File: src/rtl/bin_search_4bit_pkg.sv
// Shared definitions for the comparator-driven binary search controller:
// state encoding and search-space limits.
package bin_search_4bit_pkg;

    localparam int DEF_WIDTH = 4;
    localparam int DEF_SW    = 3;
    localparam int MAX_VAL   = (1 << DEF_WIDTH) - 1;
    localparam int MAX_STEPS = DEF_WIDTH + 1;

    typedef enum logic [0:0] {
        S_IDLE  = 1'b0,
        S_PROBE = 1'b1
    } state_e;

endpackage

File: src/rtl/bin_search_mid.sv
// Combinational midpoint of an extended-width [lo, hi] range, truncated to the
// operand width.
module bin_search_mid
    import bin_search_4bit_pkg::*;
#(
    parameter int WIDTH = DEF_WIDTH
) (
    input  logic [WIDTH:0]   lo,
    input  logic [WIDTH:0]   hi,
    output logic [WIDTH-1:0] mid
);

    logic [WIDTH+1:0] sum_s;

    // One extra bit keeps the carry of lo+hi before halving.
    assign sum_s = {1'b0, lo} + {1'b0, hi};
    assign mid   = WIDTH'(sum_s >> 1);

endmodule

File: src/rtl/bin_search_4bit.sv
// Binary-search controller: probes a comparator with a registered guess and
// narrows [lo, hi] from the less/equal/greater flags until it hits or empties.
module bin_search_4bit
    import bin_search_4bit_pkg::*;
#(
    parameter int WIDTH = DEF_WIDTH,
    parameter int SW    = DEF_SW
) (
    input  logic             clk,
    input  logic             rst,
    input  logic             start,
    input  logic             less,
    input  logic             equal,
    input  logic             greater,
    output logic [WIDTH-1:0] guess,
    output logic             busy,
    output logic             done,
    output logic             found,
    output logic [WIDTH-1:0] result,
    output logic [SW-1:0]    steps
);

    localparam logic [WIDTH:0]   HI_INIT    = {1'b0, {WIDTH{1'b1}}};
    localparam logic [WIDTH:0]   ONE_W      = {{WIDTH{1'b0}}, 1'b1};
    localparam logic [WIDTH-1:0] GUESS_INIT = {1'b0, {(WIDTH-1){1'b1}}};
    localparam logic [SW-1:0]    STEP_CAP   = SW'(MAX_STEPS);
    localparam logic [SW-1:0]    STEP_ONE   = {{(SW-1){1'b0}}, 1'b1};

    state_e           state_r;
    logic [WIDTH:0]   lo_r;
    logic [WIDTH:0]   hi_r;
    logic [WIDTH:0]   guess_ext_s;
    logic [WIDTH:0]   lo_up_s;
    logic [WIDTH:0]   hi_dn_s;
    logic             empty_up_s;
    logic             empty_dn_s;
    logic [2:0]       flags_s;
    logic [WIDTH:0]   mid_lo_s;
    logic [WIDTH:0]   mid_hi_s;
    logic [WIDTH-1:0] mid_s;
    logic [SW-1:0]    steps_inc_s;

    assign guess_ext_s = {1'b0, guess};
    assign lo_up_s     = guess_ext_s + ONE_W;
    // hi_dn_s wraps when guess is 0; empty_dn_s flags that case before it is used.
    assign hi_dn_s     = guess_ext_s - ONE_W;
    assign empty_up_s  = (guess_ext_s >= hi_r);
    assign empty_dn_s  = (lo_r >= guess_ext_s);
    assign flags_s     = {less, equal, greater};

    // Select the range that the next probe will bisect.
    always_comb begin
        mid_lo_s = lo_r;
        mid_hi_s = hi_dn_s;
        if (greater) begin
            mid_lo_s = lo_up_s;
            mid_hi_s = hi_r;
        end else begin
            mid_lo_s = lo_r;
            mid_hi_s = hi_dn_s;
        end
    end

    // Saturating probe counter.
    always_comb begin
        steps_inc_s = steps;
        if (steps == STEP_CAP) begin
            steps_inc_s = steps;
        end else begin
            steps_inc_s = steps + STEP_ONE;
        end
    end

    bin_search_mid #(.WIDTH(WIDTH)) u_mid (
        .lo  (mid_lo_s),
        .hi  (mid_hi_s),
        .mid (mid_s)
    );

    // Search FSM with all outputs registered.
    always_ff @(posedge clk) begin
        if (rst) begin
            state_r <= S_IDLE;
            lo_r    <= {(WIDTH+1){1'b0}};
            hi_r    <= HI_INIT;
            guess   <= {WIDTH{1'b0}};
            busy    <= 1'b0;
            done    <= 1'b0;
            found   <= 1'b0;
            result  <= {WIDTH{1'b0}};
            steps   <= {SW{1'b0}};
        end else begin
            done <= 1'b0;
            case (state_r)
                S_IDLE: begin
                    if (start) begin
                        lo_r    <= {(WIDTH+1){1'b0}};
                        hi_r    <= HI_INIT;
                        guess   <= GUESS_INIT;
                        steps   <= {SW{1'b0}};
                        found   <= 1'b0;
                        result  <= {WIDTH{1'b0}};
                        busy    <= 1'b1;
                        state_r <= S_PROBE;
                    end
                end
                S_PROBE: begin
                    steps <= steps_inc_s;
                    case (flags_s)
                        3'b010: begin
                            found   <= 1'b1;
                            result  <= guess;
                            done    <= 1'b1;
                            busy    <= 1'b0;
                            state_r <= S_IDLE;
                        end
                        3'b001: begin
                            if (empty_up_s) begin
                                found   <= 1'b0;
                                result  <= guess;
                                done    <= 1'b1;
                                busy    <= 1'b0;
                                state_r <= S_IDLE;
                            end else begin
                                lo_r  <= lo_up_s;
                                guess <= mid_s;
                            end
                        end
                        3'b100: begin
                            if (empty_dn_s) begin
                                found   <= 1'b0;
                                result  <= guess;
                                done    <= 1'b1;
                                busy    <= 1'b0;
                                state_r <= S_IDLE;
                            end else begin
                                hi_r  <= hi_dn_s;
                                guess <= mid_s;
                            end
                        end
                        default: begin
                            found   <= 1'b0;
                            result  <= guess;
                            done    <= 1'b1;
                            busy    <= 1'b0;
                            state_r <= S_IDLE;
                        end
                    endcase
                end
                default: begin
                    busy    <= 1'b0;
                    state_r <= S_IDLE;
                end
            endcase
        end
    end

endmodule
File: config.mk
export PLATFORM = sky130hd
export DESIGN_NAME = bin_search_4bit
export DESIGN_NICKNAME = d
export VERILOG_FILES = /design/src/rtl/bin_search_4bit_pkg.sv /design/src/rtl/bin_search_mid.sv /design/src/rtl/bin_search_4bit.sv
export SDC_FILE = /design/constraint.sdc
export NUM_CORES = 1
export LEC_CHECK = 0
export BUFFER_PORTS_ARGS = -buffer_cell sky130_fd_sc_hd__buf_2
export CAP_MARGIN = 10
export CORE_MARGIN = 2
export CORE_UTILIZATION = 32
export DETAILED_ROUTE_END_ITERATION = 16
export PLACE_DENSITY_LB_ADDON = 0.12
export SLEW_MARGIN = 20
export SYNTH_ARGS = -nofsm -noshare
export SYNTH_HDL_FRONTEND = slang
export SYNTH_SLANG_ARGS = --single-unit
File: constraint.sdc
create_clock -name clk -period 2.85 [get_ports clk]
set_input_delay 0.1425 -clock clk [delete_from_list [all_inputs] [get_ports clk]]
set_output_delay 0.1425 -clock clk [all_outputs]
set_load 0.01 [all_outputs]
**Yosys cells after proc, flatten, opt, wreduce, memory -nomap -nowiden**

Index checks and enable logic that the tools add are counted.

- Add/sub/neg operators: 4
- Magnitude comparators: 2
- Equality and inequality tests: 15
- Muxes and demuxes: 39
- Bitwise logic cells: 1
- Reductions and logical operators: 6

Operators by type and width:

| operator | number |
|---|---|
| 5-bit two-way mux | 8 |
| 4-bit one-hot mux with 2 select lines | 4 |
| 4-bit two-way mux | 6 |
| 5-bit one-hot mux with 2 select lines | 2 |
| 3-bit != test, second input constant | 4 |
| 1-bit one-hot mux with 2 select lines | 6 |
| 1-bit two-way mux | 9 |
| 3-bit AND reduction | 3 |
| 2-bit != test, second input constant | 4 |
| 3-bit == test, second input constant | 2 |
| 3-bit two-way mux | 2 |
| 3-bit one-hot mux with 2 select lines | 1 |
| 4-bit by 1-bit adder with 5-bit output, second input constant | 1 |
| 5-bit adder | 1 |
| 4-bit by 5-bit greater-or-equal comparator with 1-bit output | 1 |
| 5-bit by 4-bit greater-or-equal comparator with 1-bit output | 1 |
| 4-bit by 1-bit subtractor with 5-bit output, second input constant | 1 |
| 2-bit by 1-bit != test with 1-bit output, second input constant | 2 |
| 4-bit AND reduction | 1 |
| 3-bit by 1-bit adder with 3-bit output, second input constant | 1 |
| 3-bit by 1-bit == test with 1-bit output, second input constant | 1 |
| 3-bit by 2-bit == test with 1-bit output, second input constant | 1 |
| 3-bit by 1-bit != test with 1-bit output, second input constant | 1 |
| 1-bit one-hot mux with 3 select lines | 1 |
| other kinds (3) | 3 |

- Flip-flop bits (word level): 25
- Word-level logic and storage cells: 76

**Logic depth before layout (Yosys ltp)**

- Depth after elaboration: 6
- Mapped depth: 11
- Mapped depth without buffers: 11

**Modules after synthesis**

A second synthesis with hierarchy kept.

- Cells, all modules: 188
- Area total of the unflattened synthesis: 1646.6 um2

By module, submodules not included:

| module | times used | cells each | area each (um2) | sequential area each (um2) |
|---|---|---|---|---|
| bin_search_4bit | 1 | 170 | 1502.7 | 500.5 |
| bin_search_mid | 1 | 18 | 143.9 | 0.0 |

**Least setup slack after synthesis**

OpenSTA, ideal clock, no wires.

- Path kind: register to register
- From: register guess[0]
- To: register guess[2]
- Data arrival time: 2.181 ns
- Path slack: 0.578 ns
- Stages on the path, launching flop included: 10
- Cells stage by stage: dfxtp_1 > inv_1 > ha_1 > mux2_2 > ha_1 > nand2_1 > o31ai_1 > xnor2_1 > o211a_1 > a311oi_1

- Word-level cells in the longest chain between the ends: 6

Ends and longest elaborated chain:

| element | RTL line | RTL |
|---|---|---|
| start: declaration | bin_search_4bit.sv:15 | `output logic [WIDTH-1:0] guess,` |
| start signal: assignment | bin_search_4bit.sv:86 | `guess <= {WIDTH{1'b0}};` |
| start signal: assignment | bin_search_4bit.sv:126 | `guess <= mid_s;` |
| start signal: assignment | bin_search_4bit.sv:138 | `guess <= mid_s;` |
| 4-bit by 1-bit adder with 5-bit output or 4-bit by 1-bit subtractor with 5-bit output (tied branches) | bin_search_4bit.sv:44, bin_search_4bit.sv:46 |  |
| 5-bit two-way mux | bin_search_4bit.sv:55 | `if (greater) begin` |
| 5-bit adder | bin_search_mid.sv:16 | `assign sum_s = {1'b0, lo} + {1'b0, hi};` |
| 4-bit two-way mux, on equally long branches | bin_search_4bit.sv:130, bin_search_4bit.sv:118 |  |
| 4-bit one-hot mux with 2 select lines | bin_search_4bit.sv:109 | `case (flags_s)` |
| 4-bit one-hot mux with 2 select lines | bin_search_4bit.sv:94 | `case (state_r)` |

Several ways; a longest one is shown, not always the timed one. The select of a mux whose other input is x is not followed.
A chain may end at the register's enable or synchronous reset.

**Worst setup path after layout**

Same ends and word-level chain as after synthesis.

==> metrics.log <==
[metrics] estimated wirelength of the detail-placed design: just over 3 mm
[metrics] highest signal layer in the routed design: met4
[metrics] share of post-route cells with drive strength above 1: 0.173
[metrics] Tot GR Track Use: 0.162
[metrics] async set-or-reset flop fraction in the synthesized netlist: 0
[metrics] WP data arrival: between 2 and 3 ns
[metrics] post-route clock period utilization: 0.914
[metrics] routed metal-1 wire length: 1.99 mm
[metrics] post-layout util: 0.374
[metrics] std cell rows: 25
[metrics] post-detailed-route wirelength per cell: 15.0 µm
[metrics] cell types with the highest counts after synthesis: sky130_fd_sc_hd__dfxtp_1 (25), sky130_fd_sc_hd__nor2_1 (18), sky130_fd_sc_hd__a21oi_1 (15), sky130_fd_sc_hd__ha_1 (15), sky130_fd_sc_hd__inv_1 (14)
[metrics] max-slew headroom at the worst pin: 0.607
[metrics] count of inserted antenna diode cells: 0
[metrics] slowest stage cell, crit path: sky130_fd_sc_hd__dfxtp_1
[metrics] WL met3: 179 µm
[metrics] time the final worst path needs with I/O delays and setup: between 2 and 3 ns
[metrics] via count: 1352
[metrics] sequential power share: 0.477
[metrics] CTS H-tree lvls: 1
[metrics] Pint: ~540 µW
[metrics] Num CTS Buffers: 3
[metrics] number of flip-flops and latches in the synthesized netlist: 25
[metrics] data required time of the critical path: about 3.0 ns
[metrics] timing-limited maximum frequency: between 300 and 400 MHz
[metrics] initial antenna violation count: 0
[metrics] DRT Wirelength: 4.05 mm
[metrics] ports placed on the boundary: 20
[metrics] Critical Path Source Type: flip-flop
[metrics] total net switching power: between 200 and 250 µW
[metrics] number of nets in the layout: 225
[metrics] post-synthesis cell count: 186
[metrics] clock skew: 0.00335 ns
[metrics] register cell area after layout: roughly 500 µm²
[metrics] number of max-slew violations in the final report: 0
[metrics] DRC violation count after routing: 0
[metrics] Yosys warnings: 0
[metrics] worst slew pin tran: 0.588 ns
[metrics] die boundary height: ~75 µm
[metrics] number of nets in the synthesized netlist: 208
[metrics] clock edge transition at the registers on the reported setup and hold paths: 0.09 ns
[metrics] DRC violation total after the first TritonRoute iteration: just under 70
[metrics] slowest cell delay on critical path: 0.50 ns
[metrics] hold-fix buffers at CTS: 0
[metrics] placer congestion estimate: between 0.8 and 0.9
[metrics] CTS root buf: sky130_fd_sc_hd__clkbuf_8
[metrics] met2 wire length: roughly 1.8 mm
[metrics] run status: complete, no violations
[metrics] critical path class: reg -> reg
[metrics] netlist area before placement: about 1600 µm²
[metrics] number of sinks on the clock net: 25
[metrics] global-route congestion overflow total: 0
[metrics] Total Negative Setup Slacks: 0 ns
[metrics] post-synth top area cell: sky130_fd_sc_hd__dfxtp_1
[metrics] Hold WC Path Type: in -> reg
[metrics] worst flop-to-flop path startpoint: guess[0]
[metrics] average size of a mapped cell: ~8.6 µm²
[metrics] Fin. Hold Viols: 0
[metrics] post-route antenna net violation count: 0
[metrics] total die area: ~5600 µm²
[metrics] depth of the worst register-to-register path: 9
[metrics] die width: between 70 and 80 µm
[metrics] synth top area cells: sky130_fd_sc_hd__dfxtp_1 (31%), sky130_fd_sc_hd__ha_1 (12%), sky130_fd_sc_hd__a21oi_1 (4.7%)
[metrics] Setup crit end: guess[2]
[metrics] source of the critical timing path: guess[0]
[metrics] quantity of I/O buffers inserted on ports: 19
[metrics] starting density of the core: 0.336
[metrics] Post-CTS Resized: 0
[metrics] maximum clock path buffer count: 2
[metrics] clock tree from TritonCTS: built
[metrics] Crit path top cell by count: sky130_fd_sc_hd__ha_1
[metrics] Layout fillers: about 510
[metrics] synthesis-to-finish area growth: 11.4%
[metrics] average via count per standard cell: 5.03
[metrics] Critical Path Sink Type: flip-flop
[metrics] via count of the first global-routing pass: 1387
[metrics] P_leak: 0.000781 µW
[metrics] Seq/Total Area, Yosys: 0.312
[metrics] most frequent cell after synthesis: sky130_fd_sc_hd__dfxtp_1
[metrics] Crit Path Max Fanout: 9
[metrics] # Max-Cap Violations: 0
[metrics] Setup Fix Bufs, Post-CTS: 0
[metrics] Cell variety after synth: 43
[metrics] power after layout: between 700 and 800 µW
[metrics] ordered cell list for the critical path: inv_1, ha_1, mux2_2, ha_1, nand2_1, o31ai_1, xnor2_1, o211a_1, a311oi_1
[metrics] floorplan core area: 4790 µm²
[metrics] maximum number of pins on one net before global-route repair: 32
[metrics] top-area cell type share of the netlist area: 0.312
[metrics] top flip-flop cell by instance count after synthesis: sky130_fd_sc_hd__dfxtp_1
[metrics] part of the power in combinational logic: 0.244
[metrics] PD cells: approximately 440 nW/µm²
[metrics] later-pin clock latency in the skew report: 0.27 ns
[metrics] reg-to-reg slack, setup: between 0.2 and 0.25 ns
[metrics] part of the power in the clock network: 0.279
[metrics] Peak supply drop: 0.000224 V
[metrics] area of the multi-input gates: 990 µm²
[metrics] Final setup viols: 0
[metrics] net switching fraction of the power: 0.311
[metrics] number of enable-type register cells in the synthesized netlist: 0
[metrics] Reg-to-Reg End: guess[2]
[metrics] global-route wire length before repair: slightly below 7 mm
[metrics] detailed-routing iteration count for the pre-antenna-repair pass: 4
[metrics] setup repair after global routing missed its margin: no
-- flip-flops by register name, summed over array words and instances, names as in the netlist --
register and cells:
hi_r 5, lo_r 5, guess 4, result 4, steps 3, busy 1, done 1, found 1
state_r 1
-- per-layer routing --
layer / vias to the layer above / GRT usage
met4: 0 / 0.0417
met3: 4 / 0.0268
met1: 628 / 0.224
li1: 692 / -
met2: 28 / 0.263
met5: - / 0
-- layout by cell type (no fill, tap or decap), types with 2 or more instances in the layout --
cell / Yosys / final
sky130_fd_sc_hd__mux2i_1: 4 / 4
sky130_fd_sc_hd__o21ai_1: 2 / 2
sky130_fd_sc_hd__nor3_1: 4 / 4
sky130_fd_sc_hd__nand3_1: 7 / 7
sky130_fd_sc_hd__ha_1: 15 / 15
sky130_fd_sc_hd__a311oi_1: 3 / 3
sky130_fd_sc_hd__a21oi_1: 15 / 15
sky130_fd_sc_hd__a211oi_1: 3 / 3
sky130_fd_sc_hd__inv_1: 14 / 14
sky130_fd_sc_hd__a31oi_1: 4 / 4
sky130_fd_sc_hd__nand2_1: 11 / 11
sky130_fd_sc_hd__buf_4: 1 / 3
sky130_fd_sc_hd__buf_2: 0 / 19
sky130_fd_sc_hd__clkbuf_8: 0 / 3
sky130_fd_sc_hd__and4b_1: 2 / 2
sky130_fd_sc_hd__o32ai_1: 4 / 4
sky130_fd_sc_hd__nor2b_1: 4 / 4
sky130_fd_sc_hd__dfxtp_1: 25 / 25
sky130_fd_sc_hd__a21o_1: 4 / 4
sky130_fd_sc_hd__xnor2_1: 8 / 8
sky130_fd_sc_hd__nor2_1: 18 / 18
sky130_fd_sc_hd__o31ai_1: 3 / 3
sky130_fd_sc_hd__nand2b_1: 6 / 6
-- metrics by stage --
stage | area [µm²] | hold WS [ns] | setup WS (ns) | std cells
finish | 1790 | 0.174 | 0.246 | 269
global route | 1790 | 0.184 | 0.0547 | 269
CTS | 1790 | 0.174 | 0.243 | 269
detailed placement | 1740 | 0.467 | 0.274 | 265
global placement | 1740 | 0.448 | 0.310 | 265
floorplan | 1610 | 0.306 | 0.578 | 186
-- worst max-delay path: cells and delay by family, from the launching register on --
family          cells  cell delay (ns)
simple gates        1             0.05
flops               1             0.50
compound gates      3             0.67
xor+xnor            1             0.15
mux                 1             0.32
buf+inv             1             0.17
fa+ha+maj           2             0.67
-- how the worst min path moves through the flow --
stage / end / cells past startpoint / start / slack (ns)
2_1_floorplan: found / 2 / equal / 0.31
3_5_place_dp: found / 3 / equal / 0.47
4_1_cts: found / 3 / equal / 0.17
5_1_grt: found / 3 / equal / 0.18
6_report: found / 3 / equal / 0.17
3_3_place_gp: found / 3 / equal / 0.45
-- logic make-up (layout without fill, tap and decap cells) --
| group | after synthesis | in the layout | share of synthesized area |
|---|---|---|---|
| compound gates | 47 | 47 | 0.206 |
| flops | 25 | 25 | 0.312 |
| buf+inv | 24 | 40 | 0.0724 |
| xor+xnor | 9 | 9 | 0.0491 |
| simple gates | 60 | 60 | 0.200 |
| mux | 5 | 5 | 0.0319 |
| fa+ha+maj | 16 | 16 | 0.129 |
-- power by group through the flow --
| stage | sequential (µW) | combinational (µW) | clock, µW |
|---|---|---|---|
| finish | 373 | 191 | 219 |
| CTS | 373 | 193 | 227 |
| global route | 375 | 214 | 242 |
| global placement | 380 | 193 | 0 |
| floorplan | 382 | 136 | 0 |
| detailed placement | 381 | 191 | 0 |
-- layout make-up --
cell class / count / area share
Multi-Input combinational cell: 137 / 0.553
Tap cell: 67 / 0.0469
Sequential cell: 25 / 0.280
Clock buffer: 4 / 0.0252
Inverter: 14 / 0.0294
Timing Repair Buffer: 22 / 0.0657
Note: power is estimated with default switching activity, not from simulation.
